**config.mk**
```make
export PLATFORM = sky130hd
export DESIGN_NAME = tank_level_ctrl
export DESIGN_NICKNAME = d
export VERILOG_FILES = /design/src/rtl/tank_level_ctrl.sv
export SDC_FILE = /design/constraint.sdc
export NUM_CORES = 1
export LEC_CHECK = 0
export ABC_AREA = 1
export CAP_MARGIN = 40
export CORE_UTILIZATION = 42
export DETAILED_ROUTE_END_ITERATION = 12
export GPL_TIMING_DRIVEN = 0
export HOLD_SLACK_MARGIN = 0.05
export PLACE_DENSITY = 0.64
export REMOVE_ABC_BUFFERS = 1
export SYNTH_ARGS = -nofsm -noshare
export SYNTH_HDL_FRONTEND = slang
export SYNTH_SLANG_ARGS = --single-unit
export TNS_END_PERCENT = 100
```
**constraint.sdc**
```tcl
create_clock -name clk_2 -period 1.6 [get_ports clk_2]
set_input_delay 0.32 -clock clk_2 [delete_from_list [all_inputs] [get_ports clk_2]]
set_output_delay 0.32 -clock clk_2 [all_outputs]
set_load 0.02 [all_outputs]
```
**src/rtl/tank_level_ctrl.sv**
```systemverilog
// Tank level controller.
// A raw 2-bit level code is debounced into an accepted level. A four-state
// FSM (IDLE / FILL / FULL / FAULT) runs the pump from that level and
// supervises fill time. The state, pump, alarm and a 7-segment level/fault
// glyph are driven only from registers.
//
// Handshake note: there is no valid/ready traffic on this block. Every input
// is sampled on every rising edge of clk_2. Every output is a pure decode of
// registered state, so no output can glitch with nivel or fault_clr.

module tank_level_ctrl #(
    parameter int DEBOUNCE     = 3,   // consecutive equal samples to accept a level (1..15)
    parameter int FILL_TIMEOUT = 20   // max cycles allowed in FILL (2..255)
) (
    input  logic       clk_2,
    input  logic       reset,
    input  logic [1:0] nivel,
    input  logic       fault_clr,
    output logic       pump,
    output logic       alarm,
    output logic [1:0] state,
    output logic [7:0] SEG
);

    // Level codes as delivered by the sensor.
    localparam logic [1:0] LVL_ALTO   = 2'b00;
    localparam logic [1:0] LVL_NORMAL = 2'b01;
    localparam logic [1:0] LVL_BAIXO  = 2'b10;
    localparam logic [1:0] LVL_DESCAL = 2'b11;

    // 7-segment glyphs.
    localparam logic [7:0] SEG_FAULT  = 8'h79;
    localparam logic [7:0] SEG_ALTO   = 8'h77;
    localparam logic [7:0] SEG_NORMAL = 8'h54;
    localparam logic [7:0] SEG_BAIXO  = 8'h7C;
    localparam logic [7:0] SEG_DESCAL = 8'h5E;

    localparam logic [3:0] DEB_N    = 4'(DEBOUNCE);
    localparam logic [7:0] TO_LAST  = 8'(FILL_TIMEOUT - 1);

    typedef enum logic [1:0] {
        ST_IDLE  = 2'b00,
        ST_FILL  = 2'b01,
        ST_FULL  = 2'b10,
        ST_FAULT = 2'b11
    } state_t;

    // Debouncer registers.
    logic [1:0] r_cand;
    logic [3:0] r_cnt;
    logic [1:0] r_lvl;

    // FSM registers.
    state_t     r_state;
    logic [7:0] r_timer;

    // FSM next-state values.
    state_t     w_state_nxt;
    logic [7:0] w_timer_nxt;

    // Debouncer: track a candidate and how long it has been stable; promote
    // it to the accepted level once it has been seen DEBOUNCE times in a row.
    // With DEBOUNCE==1 the first sample of a new code is already enough.
    always_ff @(posedge clk_2) begin
        if (reset) begin
            r_cand <= LVL_NORMAL;
            r_cnt  <= DEB_N;
            r_lvl  <= LVL_NORMAL;
        end else if (nivel != r_cand) begin
            r_cand <= nivel;
            r_cnt  <= 4'd1;
            if (DEB_N == 4'd1) begin
                r_lvl <= nivel;
            end
        end else if (r_cnt < DEB_N) begin
            r_cnt <= r_cnt + 4'd1;
            if (r_cnt + 4'd1 == DEB_N) begin
                r_lvl <= r_cand;
            end
        end
    end

    // FSM state and fill timer register; reset overrides every transition.
    always_ff @(posedge clk_2) begin
        if (reset) begin
            r_state <= ST_IDLE;
            r_timer <= 8'd0;
        end else begin
            r_state <= w_state_nxt;
            r_timer <= w_timer_nxt;
        end
    end

    // FSM next-state logic. Uses r_lvl as it stood before the edge, so a
    // level accepted on this edge is acted on one edge later. The timer is
    // zero everywhere except while remaining in FILL.
    always_comb begin
        w_state_nxt = r_state;
        w_timer_nxt = 8'd0;
        case (r_state)
            ST_IDLE: begin
                if (r_lvl == LVL_DESCAL) begin
                    w_state_nxt = ST_FAULT;
                end else if (r_lvl == LVL_BAIXO) begin
                    w_state_nxt = ST_FILL;
                end
            end
            ST_FILL: begin
                if (r_lvl == LVL_DESCAL) begin
                    w_state_nxt = ST_FAULT;
                end else if (r_lvl == LVL_ALTO) begin
                    w_state_nxt = ST_FULL;
                end else if (r_timer == TO_LAST) begin
                    w_state_nxt = ST_FAULT;
                end else begin
                    w_state_nxt = ST_FILL;
                    w_timer_nxt = r_timer + 8'd1;
                end
            end
            ST_FULL: begin
                if (r_lvl == LVL_DESCAL) begin
                    w_state_nxt = ST_FAULT;
                end else if (r_lvl != LVL_ALTO) begin
                    w_state_nxt = ST_IDLE;
                end
            end
            ST_FAULT: begin
                // Acknowledge only counts once the sensor is sane again.
                if (fault_clr && (r_lvl != LVL_DESCAL)) begin
                    w_state_nxt = ST_IDLE;
                end
            end
            default: begin
                w_state_nxt = ST_IDLE;
            end
        endcase
    end

    // Output decode from registers only.
    always_comb begin
        pump  = (r_state == ST_FILL);
        alarm = (r_state == ST_FAULT);
        state = r_state;
        SEG   = SEG_NORMAL;
        if (r_state == ST_FAULT) begin
            SEG = SEG_FAULT;
        end else begin
            case (r_lvl)
                LVL_ALTO:   SEG = SEG_ALTO;
                LVL_NORMAL: SEG = SEG_NORMAL;
                LVL_BAIXO:  SEG = SEG_BAIXO;
                default:    SEG = SEG_DESCAL;
            endcase
        end
    end

endmodule

```
== Word-level counts from Yosys, hierarchy flattened ==
Cells that the tools add are included.

* Flip-flop bits (word level): 18
* Output and inout bits: 12

* Equal/unequal tests: 13
* Bitwise logic cells: 2
* Reduce and logical (&&, ||, !) cells: 9
* $lt $le $gt $ge: 1
* $add $sub $neg: 2
* Multiplexer cells: 13

{| class="wikitable"
|+ Operator list
! operator !! count
|-
| $mux 2 || 10
|-
| $pmux 6 s3 || 1
|-
| $add 8x1->8 const B || 1
|-
| $eq 2x2->1 const B || 4
|-
| $eq 8x5->1 const B || 1
|-
| $pmux 2 s4 || 1
|-
| $mux 6 || 1
|-
| $ne 3x3->1 const B || 2
|-
| $reduce_and 3->1 || 2
|-
| $reduce_or 5->1 || 1
|-
| $add 4x1->4 const B || 1
|-
| $eq 2x1->1 const B || 2
|-
| $eq 4x2->1 const B || 1
|-
| $logic_not 2->1 || 2
|-
| $lt 4x2->1 const B || 1
|-
| $reduce_bool 2->1 || 2
|-
| $ne 2x1->1 const B || 1
|-
| $ne 2x2->1 || 1
|-
| $ne 2x2->1 const B || 1
|-
| $not 1->1 || 2
|-
| $reduce_or 2->1 || 1
|-
| $logic_and 1x1->1 || 1
|}

== Depth between registers and ports, before layout ==
* Depth in word-level cells: 5
* Depth in mapped cells: 8
* Mapped depth without buffers: 8

== Worst setup path before layout ==
OpenSTA, ideal clock, no wires.

* Kind: register to output
* Start point: register r_state[0], in the netlist state[0]
* End point: output port SEG[1]
* Cell stages (with the launch flop): 4
* Slack: 0.184 ns
* Data required time: 1.280 ns
* Data arrival time: 1.096 ns
* Path through: dfxtp_1 -> nand2_2 -> clkinv_2 -> nor2_1

* Word-level cells in the longest chain between the ends: 2

{| class="wikitable"
|+ Ends and longest elaborated chain
! what !! line !! source
|-
| from (decl) || 54 || <nowiki>state_t r_state;</nowiki>
|-
| from (signal assigned) || 89 || <nowiki>r_state <= w_state_nxt;</nowiki>
|-
| $eq 2x2->1 || n/a ||
|-
| via alarm || 20 || <nowiki>output logic alarm,</nowiki>
|-
| $mux 6 || 145 || <nowiki>if (r_state == ST_FAULT) begin</nowiki>
|-
| to (decl) || 22 || <nowiki>output logic [7:0] SEG</nowiki>
|}

The timed path passes the listed nets, and every way through them passes these cells.

== Final worst setup path ==
* Start point: register r_lvl[1]
* End point: output port SEG[3]

* Word-level cells in the longest chain between the ends: 3

{| class="wikitable"
|+ Ends and longest elaborated chain
! what !! line !! source
|-
| from (decl) || 51 || <nowiki>logic [1:0] r_lvl;</nowiki>
|-
| from (signal assigned) || 73 || <nowiki>r_lvl <= nivel;</nowiki>
|-
| from (signal assigned) || 78 || <nowiki>r_lvl <= r_cand;</nowiki>
|-
| $eq 2x2->1 (tied with other cells) || 148 || <nowiki>case (r_lvl)</nowiki>
|-
| $pmux 6 s3 * || 148 ||
|-
| $mux 6 * || 145 ||
|}

Every way passes the cells marked *; elsewhere a longest branch is shown, timed or not.

==> results.tsv <==
metric	value	unit
grt_usage	16.5	%
routedWlPerCell	10.4	um
root_buffer	clkbuf_4	
hold_class	reg2reg	
hold_violations	0	
clockBufferDepth	2	
ioPinCount	17	
crit_slowest_cell	dfxtp_2	
fin_cells	181	
worstPathCellList	buf_6 > ha_4 > inv_4 > nand3_1 > buf_6	
fmax	637	MHz
ys_ff_latch	18	
netlist_area	972	um2
initialDrtViolationCount	19	
yosys.area.top_type	dfxtp_1	
die_area	2510	um2
grt-ovfl-total	0	
end_kind	output port	
worst-path-buf-inv	3	
placed_area	1120	um2
clkLatencyLatePin	0.29	ns
status	complete, no violations	
synth_edf_count	0	
path_clk_slew	0.10	ns
vias	845	
grt_pass1_wl	3090	um
fin_crit	1.57	ns
synth_area_leaders	dfxtp_1 37%, inv_1 9.3%, ha_1 9.0%, nor2_1 8.5%, nand2_1 8.1%	
n_antenna_cell	0	
grt_max_degree	11	
finish.instance_area	1240	um2
drt-total-wl	1880	um
report.final.slew_viol_count	0	
cts_buffers	3	
ant_nets	0	
drive_above_1_share	23.5	%
cts_tree	yes	
antenna_found_initial	0	
crit_top_cell	buf_6	
core	2190	um2
setup_viol	0	
rsz0062_at_grt	yes	
drc	0	
max_cap_violations	0	
die_x	50.1	um
clock_skew	0.00384	ns
setup_tns	0	ns
worstPathArrival	1.25	ns
cp_max_fo	4	
p_per_area	653	nW/um2
chipHeight	50.1	um
syn2layout_area_growth	27.4	%
yosys.area_share.adder	9.01	%
async_flop_share	0	%
synthCells	134	
cp_top_family	flip-flops	
ys_types	23	
synth.avg_cell_area	7.26	um2
crit_required	1.28	ns
netlist_top_cells_count	24 x inv_1, 22 x nor2_1, 21 x nand2_1, 18 x dfxtp_1, 8 x nand3_1	
numClockSinks	18	
place_congestion	0.822	
synth_compound_area_share	7.59	%
period_share	98.1	%
ys_seq_area_share	37.1	%
final_nets	166	
via_per_inst	4.67	
muxShareOfSynthArea	0	%
synth_xor_area_share	4.50	%
ys.flop_type	dfxtp_1	
start_kind	register	
yosysMostFrequentCell	inv_1	
first_pass_iters	4	
netlist.area_leader.share	37.1	%
path_class	reg2out	
slowest_delay	0.35	ns
fp-row-count	17	
port_buffers	13	
irDropWorstVdd	0.626	mV
power	0.000808	W
power_leakage	0.546	nW
htreeDepth	1	
yosys_warnings	0	
start_util	44.4	%
dp_cells	173	
synth_top_family_by_area	simple AND/OR/NAND/NOR gates	
synth_simple_gate_area_share	28.6	%
grt_pass1_vias	755	
dp_hpwl	1310	um
==> routing by layer <==
layer	track usage, %	vias to the layer above	wire (um)
li1	-	449	-
met4	2.86	0	10
met5	0	-	0
met1	19.3	382	889
met3	6.48	2	64
met2	28.2	12	911
==> power breakdown <==
part | switching (W) | internal, W | total (W) | leakage, nW
registers | 0.00000538 | 0.000455 | 0.000460 | 0.147
logic | 0.0000401 | 0.0000275 | 0.0000677 | 0.378
clock network | 0.000142 | 0.000139 | 0.000280 | 0.0210
==> final timing paths <==
| kind | startpoint | to | slack (ns) | cells after the start |
|---|---|---|---|---|
| max | r_lvl[1] | SEG[3] | 0.03 | 5 |
| min reg2reg | r_cnt[2] | r_cnt[2] | 0.44 | 2 |
| max reg2reg | r_cnt[0] | r_lvl[0] | 0.33 | 7 |
| min | r_cnt[2] | r_cnt[2] | 0.44 | 2 |
==> worst min-delay path: cells and delay by family (launching register included) <==
kind | cells | cell delay [ns]
DFF | 1 | 0.33
buffers and inverters | 1 | 0.05
and+or+nand+nor | 1 | 0.03
==> stage by stage <==
| stage | setup WS [ns] | hold WS [ns] | utilization (%) |
|---|---|---|---|
| 3_3_place_gp | -0.212 | 0.416 | 51.1 |
| 4_1_cts | -0.0382 | 0.441 | 53.8 |
| 3_5_place_dp | -0.226 | 0.425 | 51.1 |
| 5_1_grt | -0.0463 | 0.469 | 56.5 |
| 6_report | 0.0310 | 0.436 | 56.5 |
| 2_1_floorplan | 0.184 | 0.382 | - |
==> final cells by class <==
class	instances	area, um2
fillers	214	952
inverters	26	104
flip-flops and latches	18	364
repair buffers	17	149
multi-input cells	88	551
clock buffers	4	36.3
well taps	28	35.0
==> flip-flops by register name, summed over array words and instances, names as in the netlist <==
| signal | cells |
|---|---|
| r_timer | 8 |
| r_cnt | 4 |
| state | 2 |
| r_lvl | 2 |
| r_cand | 2 |
==> cell families (layout without fill, tap and decap cells) <==
logic type | Yosys count | in the layout
xor+xnor | 5 | 5
fa+ha+maj | 7 | 7
other cells | 2 | 3
simple gates | 60 | 60
flops | 18 | 18
buf+inv | 29 | 47
compound gates | 13 | 13
==> layout by cell type, fill, tap and decap left out, types with 4 or more instances in the layout <==
cell type        count
buf_6                4
xor2_1               4
a21oi_1              5
nand3_1              8
nand2_1             21
nor2_1              21
clkdlybuf4s50_1      4
dfxtp_1             15
inv_1               20
ha_4                 4
==> what timing repair did <==
action | in CTS | in global routing
resized for setup | 34 | 17
pin swaps | 1 | 2
cloned | 0 | 0
buffers inserted | 2 | 2
hold buffers | 0 | 0
setup endpoints to repair | 9 | 6
No activity file was read; power rests on OpenSTA's default activity.
